==> src/rtl/spi_host_pkg.sv <==
// spi_host_pkg: shared FSM state encoding and byte width for the SPI host transmitter.
package spi_host_pkg;

    localparam int BYTE_BITS = 8;

    typedef enum logic [2:0] {
        IDLE,
        LEAD,
        SHIFT,
        NEXT,
        HOLD
    } state_t;

endpackage

==> src/rtl/spi_clk_gen.sv <==
// spi_clk_gen: mode-0 sclk divider; toggles sclk every CLK_DIV enabled cycles and flags the edge about to happen.
module spi_clk_gen #(
    parameter int CLK_DIV = 4
) (
    input  logic clk,
    input  logic rst,
    input  logic enable,
    output logic sclk,
    output logic rise_pulse,
    output logic fall_pulse
);

    logic [7:0] div_cnt;
    logic       wrap;

    assign wrap       = enable && (div_cnt == 8'(CLK_DIV - 1));
    assign rise_pulse = wrap && !sclk;
    assign fall_pulse = wrap && sclk;

    // Half-period counter; sclk parks low whenever the shifter is not running.
    always_ff @(posedge clk or negedge rst) begin
        if (!rst) begin
            div_cnt <= '0;
            sclk    <= 1'b0;
        end else if (!enable) begin
            div_cnt <= '0;
            sclk    <= 1'b0;
        end else begin
            div_cnt <= wrap ? 8'd0 : div_cnt + 8'd1;
            sclk    <= sclk ^ wrap;
        end
    end

endmodule

==> src/rtl/spi_host_tx.sv <==
// spi_host_tx: SPI mode-0 host that streams framed bytes out on mosi; miso capture is built only with SPI_HOST_RX_EN.
module spi_host_tx
    import spi_host_pkg::*;
#(
    parameter int CLK_DIV = 4,
    parameter int SS_GAP  = 2
) (
    input  logic                 clk,
    input  logic                 rst,
    input  logic                 tx_valid,
    input  logic [BYTE_BITS-1:0] tx_data,
    input  logic                 tx_last,
    output logic                 tx_ready,
    output logic                 rx_valid,
    output logic [BYTE_BITS-1:0] rx_data,
    output logic                 busy,
    output logic                 sclk,
    output logic                 mosi,
    output logic                 ss,
    input  logic                 miso
);

    state_t               state;
    logic [BYTE_BITS-1:0] sh;
    logic                 last;
    logic [7:0]           cnt;
    logic [2:0]           bit_cnt;
    logic                 rise;
    logic                 fall;
    logic                 done;
    logic                 accept;

    // A frame ending in NEXT must not swallow a byte it would then drop in HOLD.
    assign tx_ready = (state == IDLE) || (state == NEXT && !last);
    assign accept   = tx_valid && tx_ready;
    assign busy     = state != IDLE;
    assign mosi     = sh[BYTE_BITS-1];
    // The 8th fall follows the rise that wrapped the bit counter back to 0.
    assign done     = fall && (bit_cnt == 3'd0);

    spi_clk_gen #(.CLK_DIV(CLK_DIV)) u_clk_gen (
        .clk        (clk),
        .rst        (rst),
        .enable     (state == SHIFT),
        .sclk       (sclk),
        .rise_pulse (rise),
        .fall_pulse (fall)
    );

    // Frame sequencer: slave select, shift register, lead/hold timing and bit count.
    always_ff @(posedge clk or negedge rst) begin
        if (!rst) begin
            state   <= IDLE;
            ss      <= 1'b1;
            sh      <= '0;
            last    <= 1'b0;
            cnt     <= '0;
            bit_cnt <= '0;
        end else begin
            case (state)
                IDLE: if (accept) begin
                    sh    <= tx_data;
                    last  <= tx_last;
                    ss    <= 1'b0;
                    state <= LEAD;
                end
                LEAD: begin
                    cnt   <= (cnt == 8'(CLK_DIV - 1)) ? 8'd0 : cnt + 8'd1;
                    state <= (cnt == 8'(CLK_DIV - 1)) ? SHIFT : LEAD;
                end
                SHIFT: begin
                    if (rise) bit_cnt <= bit_cnt + 3'd1;
                    if (fall) sh <= {sh[BYTE_BITS-2:0], 1'b0};
                    if (done) begin
                        ss    <= last;
                        state <= NEXT;
                    end
                end
                NEXT: if (last) begin
                    state <= HOLD;
                end else if (accept) begin
                    sh    <= tx_data;
                    last  <= tx_last;
                    state <= SHIFT;
                end
                HOLD: begin
                    cnt   <= (cnt == 8'(SS_GAP - 1)) ? 8'd0 : cnt + 8'd1;
                    state <= (cnt == 8'(SS_GAP - 1)) ? IDLE : HOLD;
                end
                default: state <= IDLE;
            endcase
        end
    end

`ifdef SPI_HOST_RX_EN
    logic [BYTE_BITS-1:0] rx_sh;

    // miso is sampled on every sclk rise and the byte is published as sclk returns low.
    always_ff @(posedge clk or negedge rst) begin
        if (!rst) begin
            rx_sh    <= '0;
            rx_data  <= '0;
            rx_valid <= 1'b0;
        end else begin
            rx_valid <= done;
            if (rise) rx_sh <= {rx_sh[BYTE_BITS-2:0], miso};
            if (done) rx_data <= rx_sh;
        end
    end
`else
    logic unused_miso;

    assign unused_miso = miso;
    assign rx_valid    = 1'b0;
    assign rx_data     = '0;
`endif

endmodule

==> config.mk <==
export PLATFORM = sky130hd
export DESIGN_NAME = spi_host_tx
export DESIGN_NICKNAME = d
export VERILOG_FILES = /design/src/rtl/spi_host_pkg.sv /design/src/rtl/spi_clk_gen.sv /design/src/rtl/spi_host_tx.sv
export SDC_FILE = /design/constraint.sdc
export NUM_CORES = 1
export LEC_CHECK = 0
export BUFFER_PORTS_ARGS = -buffer_cell sky130_fd_sc_hd__buf_2
export CAP_MARGIN = 30
export CELL_PAD_IN_SITES_DETAIL_PLACEMENT = 1
export CELL_PAD_IN_SITES_GLOBAL_PLACEMENT = 1
export CORE_UTILIZATION = 25
export DETAILED_ROUTE_END_ITERATION = 7
export PLACE_DENSITY = 0.55
export SYNTH_ARGS = -nofsm -noshare
export SYNTH_HDL_FRONTEND = slang
export SYNTH_HIERARCHICAL = 1
export SYNTH_SLANG_ARGS = --single-unit
==> constraint.sdc <==
create_clock -name clk -period 3.35 [get_ports clk]
set_input_delay 0.335 -clock clk [delete_from_list [all_inputs] [get_ports clk]]
set_output_delay 0.335 -clock clk [all_outputs]
set_load 0.1 [all_outputs]
==> run metrics, run 1 <==
Worst Clk Skew=0.00941 ns; Synth Instances=177; share of post-route cells with drive strength above 1=0.258; cell family with most CP delay=simple AND/OR/NAND/NOR gates; mux cell area share after synthesis=0.0954; Int Pwr=approximately 0.00094 W; Non-Filler Instances=297; Max Slew Vio Count=0; core area=7290 um^2; clock sinks=33; Critical Path RT=3.52 ns; max_cap viols=0; Power Total=~0.0017 W; Pleak=about 0.94 nW; CP endpoint kind=flop; GRT Overall Usage=0.112; r2r endpoint=sh[3]; CTS tree=done; DR DRC count=0; drt first-iter violations=50; Yosys reg bits=33; Final ANT Viol Nets=0; maximum vdd drop=around 0.00037 V; Setup CP Type=flop to flop; Psw=~0.00073 W; r2r setup slk=between 0.8 and 0.9 ns; Worst-path clk slew=~0.08 ns; fmax=slightly below 400 MHz; status=finished, final reports clean; Register Area=827 um^2; critical path data arrival time=~2.7 ns; largest net degree at the start of global routing=34; die footprint=between 7000 and 8000 um^2; CP Buf/Inv Count=0; grt ovf=0; clock share of power=0.206; fillcell total=roughly 870; reg2reg path depth=6; Die Span Y=about 89 um; syn avg cell area=around 11 um^2; Antenna Cells=0; final instance area=2150 um^2; largest fanout on the critical path=8; Setup TNS=0 ns; Seq/Total Area, Yosys=0.438; Initial Utilization=0.259; post-synthesis compound-gate area fraction=0.115; Rows=31; Longest Clk Path Bufs=2; Worst path max stage delay=~0.55 ns; GP Congestion=0.682; Multi-input gate area=just under 1000 um^2; Synth-to-Final Area Change=14.0%; first-pass GRT wire length=about 6700 um; ys flop type=dfrtp_1; later-pin clock latency in the skew report=slightly below 0.3 ns; Simple-Gate Fraction of Synth Area=0.178; Num CTS Buffers=5; H-tree levels=2; vias in the first global route=1,428; largest family of logic cells by synthesized area=simple AND/OR/NAND/NOR gates; switch share=0.436; min-delay worst type=primary input to async pin; I/O Buffers=16; Tmin final=about 2.5 ns; Post-synth EDFFs=0; Synth area leader=dfrtp_1; synth top area cells=dfrtp_1, mux2_2, ha_1; initial antenna violation count=0; clock root cell=clkbuf_8; Initial DRT Pass Iterations=4; Mapped Area=1890 um^2; Synth async-reset ratio=1.00; Seq pwr share=0.360; final setup violation count=0; total routed wirelength=3860 um; via count=1,344; DP Area=between 2000 and 2500 um^2; worst-margin pin slew=roughly 0.82 ns; Power Dens Cells=just under 800 nW/um^2; reg2reg start=u_clk_gen/div_cnt[2]; Netlist cell types=47; Final nets=~220; setup bufs post-CTS=0; post-cts resize count=0; Logic pwr share=0.434; CP Launch Type=flop; Worst slew margin=0.449; vias per inst=4.53; per-cell routed wire length=~13 um; post-synthesis xor/xnor area fraction=0.0510; dpl cells=~290; Yosys top cell area share=0.424; Hold Vio Cnt, Final=0; RSZ-0062 raised after global routing=false; hold_buf cts=0; Ports=27; Synth Area in Adders=0.0530; CP startpoint=u_clk_gen/div_cnt[2]; Commonest cells post-synth=dfrtp_1, mux2_2, nand2_1; Final period util=0.754; width of the die=88.9 um; Crit-path slowest cell=or4_4; critical path cell sequence=or4_4 > nor4_1 > ha_1 > nand3b_1 > a31oi_4 > mux2_2; HPWL after detailed placement=2750 um; top-count cell post-synth=dfrtp_1; Synth Warn #=6
power groups by stage:
stage / Sequential [W] / Clock (W) / Combinational [W]
3_5_place_dp: 0.000609 / 0 / 0.000735
4_1_cts: 0.000602 / 0.000356 / 0.000737
5_1_grt: 0.000619 / 0.000374 / 0.000788
6_report: 0.000600 / 0.000344 / 0.000723
2_1_floorplan: 0.000631 / 0 / 0.000568
3_3_place_gp: 0.000607 / 0 / 0.000728
registers in the layout (all words and copies together) (netlist names):
name,count
cnt,8
sh,8
ss,1
state,3
u_clk_gen/sclk,1
last,1
bit_cnt,3
u_clk_gen/div_cnt,8
layer usage:
layer,up-vias,GRT usage,wire (um),part of all wire
met4,0,0.0433,64,0.017
met1,666,0.140,1910,0.49
met3,5,0.0295,137,0.036
met5,-,0,0,0
li1,651,-,-,-
met2,22,0.186,1750,0.45
how the worst max path moves through the flow:
stage                to  slack (ns)  cells past startpoint
6_report          sh[3]        0.82                      6
5_1_grt           sh[7]        0.68                      6
4_1_cts           sh[3]        0.77                      6
3_5_place_dp      sh[3]        0.79                      6
3_3_place_gp      sh[3]        0.80                      6
2_1_floorplan  tx_ready        0.79                      5
worst register-to-register path, stage by stage, from the launching register on:
cell      delay (ns)
dfrtp_1         0.44
or4_4           0.55
nor4_1          0.30
ha_1            0.25
nand3b_1        0.13
a31oi_4         0.37
mux2_2          0.38
metrics by stage:
| stage | util | hold slack [ns] | setup slack, ns |
|---|---|---|---|
| 3_3_place_gp | 0.281 | 0.457 | 0.803 |
| 5_1_grt | 0.295 | 0.179 | 0.679 |
| 3_5_place_dp | 0.281 | 0.464 | 0.790 |
| 2_1_floorplan | - | 0.0394 | 0.788 |
| 6_report | 0.295 | 0.120 | 0.824 |
| 4_1_cts | 0.295 | 0.166 | 0.775 |
layout make-up:
| cell class | count | share of cell area |
|---|---|---|
| Inverter | 7 | 0.0122 |
| Clock inverter | 1 | 0.00232 |
| Timing Repair Buffer | 20 | 0.0511 |
| Sequential cell | 33 | 0.384 |
| Tap cell | 99 | 0.0575 |
| Multi-Input combinational cell | 130 | 0.448 |
| Clock buffer | 7 | 0.0447 |
cell families after synthesis:
group                    after synthesis
AO/OA/AOI/OAI                         27
XOR/XNOR                              11
adder cells (fa/ha/maj)                8
buffers and inverters                 22
flip-flops                            33
multiplexers                          16
other                                  1
AND/OR/NAND/NOR                       59
layout by cell type, fill, tap and decap left out, drive strengths merged, types with 2 or more instances in the layout:
master / count
clkbuf: 7
inv: 7
ha: 8
o21ai: 8
a21boi: 2
nand2: 11
nor2: 10
a21oi: 4
dfrtp: 32
and3b: 2
nor4: 2
and2: 2
nor3: 5
a31oi: 2
nand4b: 2
xnor2: 5
conb: 9
mux2: 16
nand4: 4
or3b: 3
o41ai: 2
or3: 6
buf: 20
nand3: 5
xor2: 6
nor2b: 3
Power figures use the tool's default switching activity.
==> run 2: changes to the inputs <==
- ABC_AREA: unset -> 1
- PLACE_DENSITY: 0.55 -> 0.59
- clock period: 3.35 -> 2.2 ns (I/O delays scaled with it)
==> run 2 against run 1 <==
  * The flow now finishes with violations (hold timing)
  * Synthesized area up 3.3%
  * Setup slack got worse by 0.50 ns
  * Utilization increased by 0.16 points
  * Sequential cell count unchanged
  * First-iteration DRC count rose by 14%
  * Synthesized cell count is 38% higher
  * Die area up 3.2%
  * Non-clock buffer count decreased by 2
  * Clock skew decreased by 0.0022 ns
  * Global-route usage grew 0.32 points
  * Total power grew 63%
  * Highest routed layer unchanged
==> run metrics, run 2 <==
Num CTS Buffers=5 (unchanged); later-pin clock latency in the skew report=0.29 ns (about the same); per-cell routed wire length=11.7 um (-9.9%); share of post-route cells with drive strength above 1=0.176 (-0.0815); final setup violation count=0 (unchanged); CTS tree=done; Die Span Y=90.4 um (+1.6%); Psw=0.00140 W (+92%); Synth async-reset ratio=1.00 (unchanged); Max Slew Vio Count=0 (unchanged); max_cap viols=0 (unchanged); Post-synth EDFFs=0 (unchanged); switch share=0.513 (+0.0769); Setup CP Type=flop to flop; hold_ws=-0.00560 ns (-0.125 ns); Final ANT Viol Nets=0 (unchanged); via count=1,553 (+16%); HPWL after detailed placement=3120 um (+13%); most frequent cells in the layout=nand2_1, dfrtp_1, nand3_1; RSZ-0062 raised after global routing=false; met2 layer wire length in the routed design=2010 um (+15%); Int Pwr=0.00133 W (+41%); top layer used by detailed routing=met4; top-count cell post-synth=nand2_1; Initial DRT Pass Iterations=4 (unchanged); initial antenna violation count=0 (unchanged); DR DRC count=0 (unchanged); Setup TNS=0 ns (unchanged); min-delay worst type=primary input to async pin; syn avg cell area=7.97 um^2 (-25%); hold_buf cts=0 (unchanged); largest fanout on the critical path=10 (+2); clock share of power=0.171 (-0.035); Initial Utilization=0.263 (+0.00438); vias per inst=4.24 (-6.2%); clock root cell=clkbuf_8; r2r setup slk=0.33 ns (-0.50 ns); width of the die=90.4 um (+1.6%); Final nets=287 (+32%); Critical Path RT=2.43 ns (-1.09 ns); synth top area cells=dfrtp_1, nand2_1, nand3_1; dpl cells=358 (+24%); CP Launch Type=flop; Yosys reg bits=33 (unchanged); largest net degree at the start of global routing=34 (unchanged); met1 WL=2110 um (+11%); Pleak=1.11 nW (+18%); top flop regs=cnt: 8 flops, sh: 8 flops, u_clk_gen/div_cnt: 8 flops; wire length on met3=87 um (-36%); Commonest cells post-synth=nand2_1, dfrtp_1, nand3_1; Final period util=0.851 (+0.0969); maximum vdd drop=0.000272 V (-26%); Seq/Total Area, Yosys=0.424 (-0.0140); GP Congestion=0.724 (+6.2%); Mapped Area=1950 um^2 (+3.3%); Non-Filler Instances=366 (+23%); Longest Clk Path Bufs=2 (unchanged); GRT Overall Usage=0.115 (+0.00319); most common cell after layout, fill and taps aside=nand2_1; Yosys top cell area share=0.410 (-0.0136); Ports=27 (unchanged); setup bufs post-CTS=0 (unchanged); drt first-iter violations=57 (+14%); Synth Instances=245 (+38%); I/O Buffers=16 (unchanged); Hold Vio Cnt, Final=4 (+4); status=finished, violations left; critical path data arrival time=2.10 ns (-0.60 ns); first-pass GRT wire length=7560 um (+13%); die footprint=8160 um^2 (+3.2%); Antenna Cells=0 (unchanged); total routed wirelength=4280 um (+11%); Worst-path clk slew=0.07 ns (about the same); clock sinks=33 (unchanged); Synth area leader=dfrtp_1; fmax=534 MHz (+35%); vias in the first global route=1,650 (+16%); Synth-to-Final Area Change=12.7%; Worst slew margin=0.472 (+0.0226); Logic pwr share=0.496 (+0.062); Power Dens Cells=1240 nW/um^2 (+60%); Worst Clk Skew=0.00723 ns (-0.00219 ns); Tmin final=1.87 ns (-0.654 ns); H-tree levels=2 (unchanged); Seq pwr share=0.333 (-0.027); core area=7410 um^2 (+1.6%); CP endpoint kind=flop; Netlist cell types=27 (-43%); Rows=31 (unchanged); ys flop type=dfrtp_1; worst-margin pin slew=0.792 ns (-0.0263 ns); violated checks=hold timing; Synth Warn #=6 (unchanged); grt ovf=0 (unchanged)
## run 2: cell types whose count changed in the layout (fill, tap and decap cells not counted), moves of 3 or more
cell and delta:
inv_1 +16, or3_1 -6, nand2_4 +5, nand2_1 +63
inv_2 +3, nor2_1 +12, nor2b_1 -3, nand2_2 +3
mux2_2 -15, nand3_1 +23, nand4_1 -4
## run 2: cell type report
| cell class | instances | area (um^2) |
|---|---|---|
| clock buffers | 5 | 68.8 |
| well taps | 99 | 124 |
| fillers | 935 | 5210 |
| flip-flops and latches | 33 | 827 |
| repair buffers | 18 | 95.1 |
| multi-input cells | 182 | 970 |
| clock inverters | 3 | 17.5 |
| inverters | 26 | 97.6 |
## run 2: worst max-delay path, stage by stage, from the launching register on
cell and delay, ns:
dfrtp_1 0.41, inv_1 0.15, nand3_4 0.09, inv_2 0.07, inv_2 0.09, nor3_2 0.23
ha_1 0.17, inv_1 0.08, nor3b_2 0.20, nor2_1 0.08, a21oi_1 0.11, nand2_1 0.07
nand2_1 0.06
## run 2: logic make-up after synthesis
kind of cell / Yosys count / synth area share
buffers and inverters: 38 / 0.100
DFF: 33 / 0.424
adders and majority gates: 8 / 0.0513
and+or+nand+nor: 145 / 0.353
other: 1 / 0.00192
AOI/OAI and AO/OA: 13 / 0.0391
xor gates and xnor gates: 7 / 0.0314
## run 2: power by group through the flow
stage	sequential (W)	clock, W	combinational [W]
2_1_floorplan	0.000948	0	0.00110
3_3_place_gp	0.000914	0	0.00136
3_5_place_dp	0.000922	0	0.00137
4_1_cts	0.000911	0.000486	0.00138
5_1_grt	0.000933	0.000513	0.00152
6_report	0.000907	0.000465	0.00135
## run 2: per-stage QoR
stage,setup WS [ns],total power [W],instance area (um^2),utilization
final,0.328,0.00272,2200,0.297
after floorplan,0.107,0.00205,1980,-
after CTS,0.0979,0.00277,2190,0.296
after global placement,0.210,0.00227,2100,0.284
after detailed placement,0.134,0.00229,2100,0.284
after global routing,0.0612,0.00296,2200,0.297
## run 2: metal layers
layer	vias up	global-route usage
met2	13	0.190
met4	0	0.0444
met5	-	0
li1	786	-
met1	749	0.147
met3	5	0.0253
## run 2: worst paths after layout
check                            from                   end  depth (start not counted)
setup / recovery             state[0]              state[0]                         12
hold / removal                    rst                cnt[4]                          1
setup reg to reg             state[0]              state[0]                         12
hold reg to reg                 sh[3]                 sh[3]                          2
max in group asynchronous         rst  u_clk_gen/div_cnt[7]                          1
min in group clk           tx_data[0]                 sh[0]                          3
## run 2: repair_timing
item / in CTS / in global routing
endpoints found under the hold margin: 0 / 0
endpoints found under the setup margin: 0 / 2
resized for setup: 0 / 2
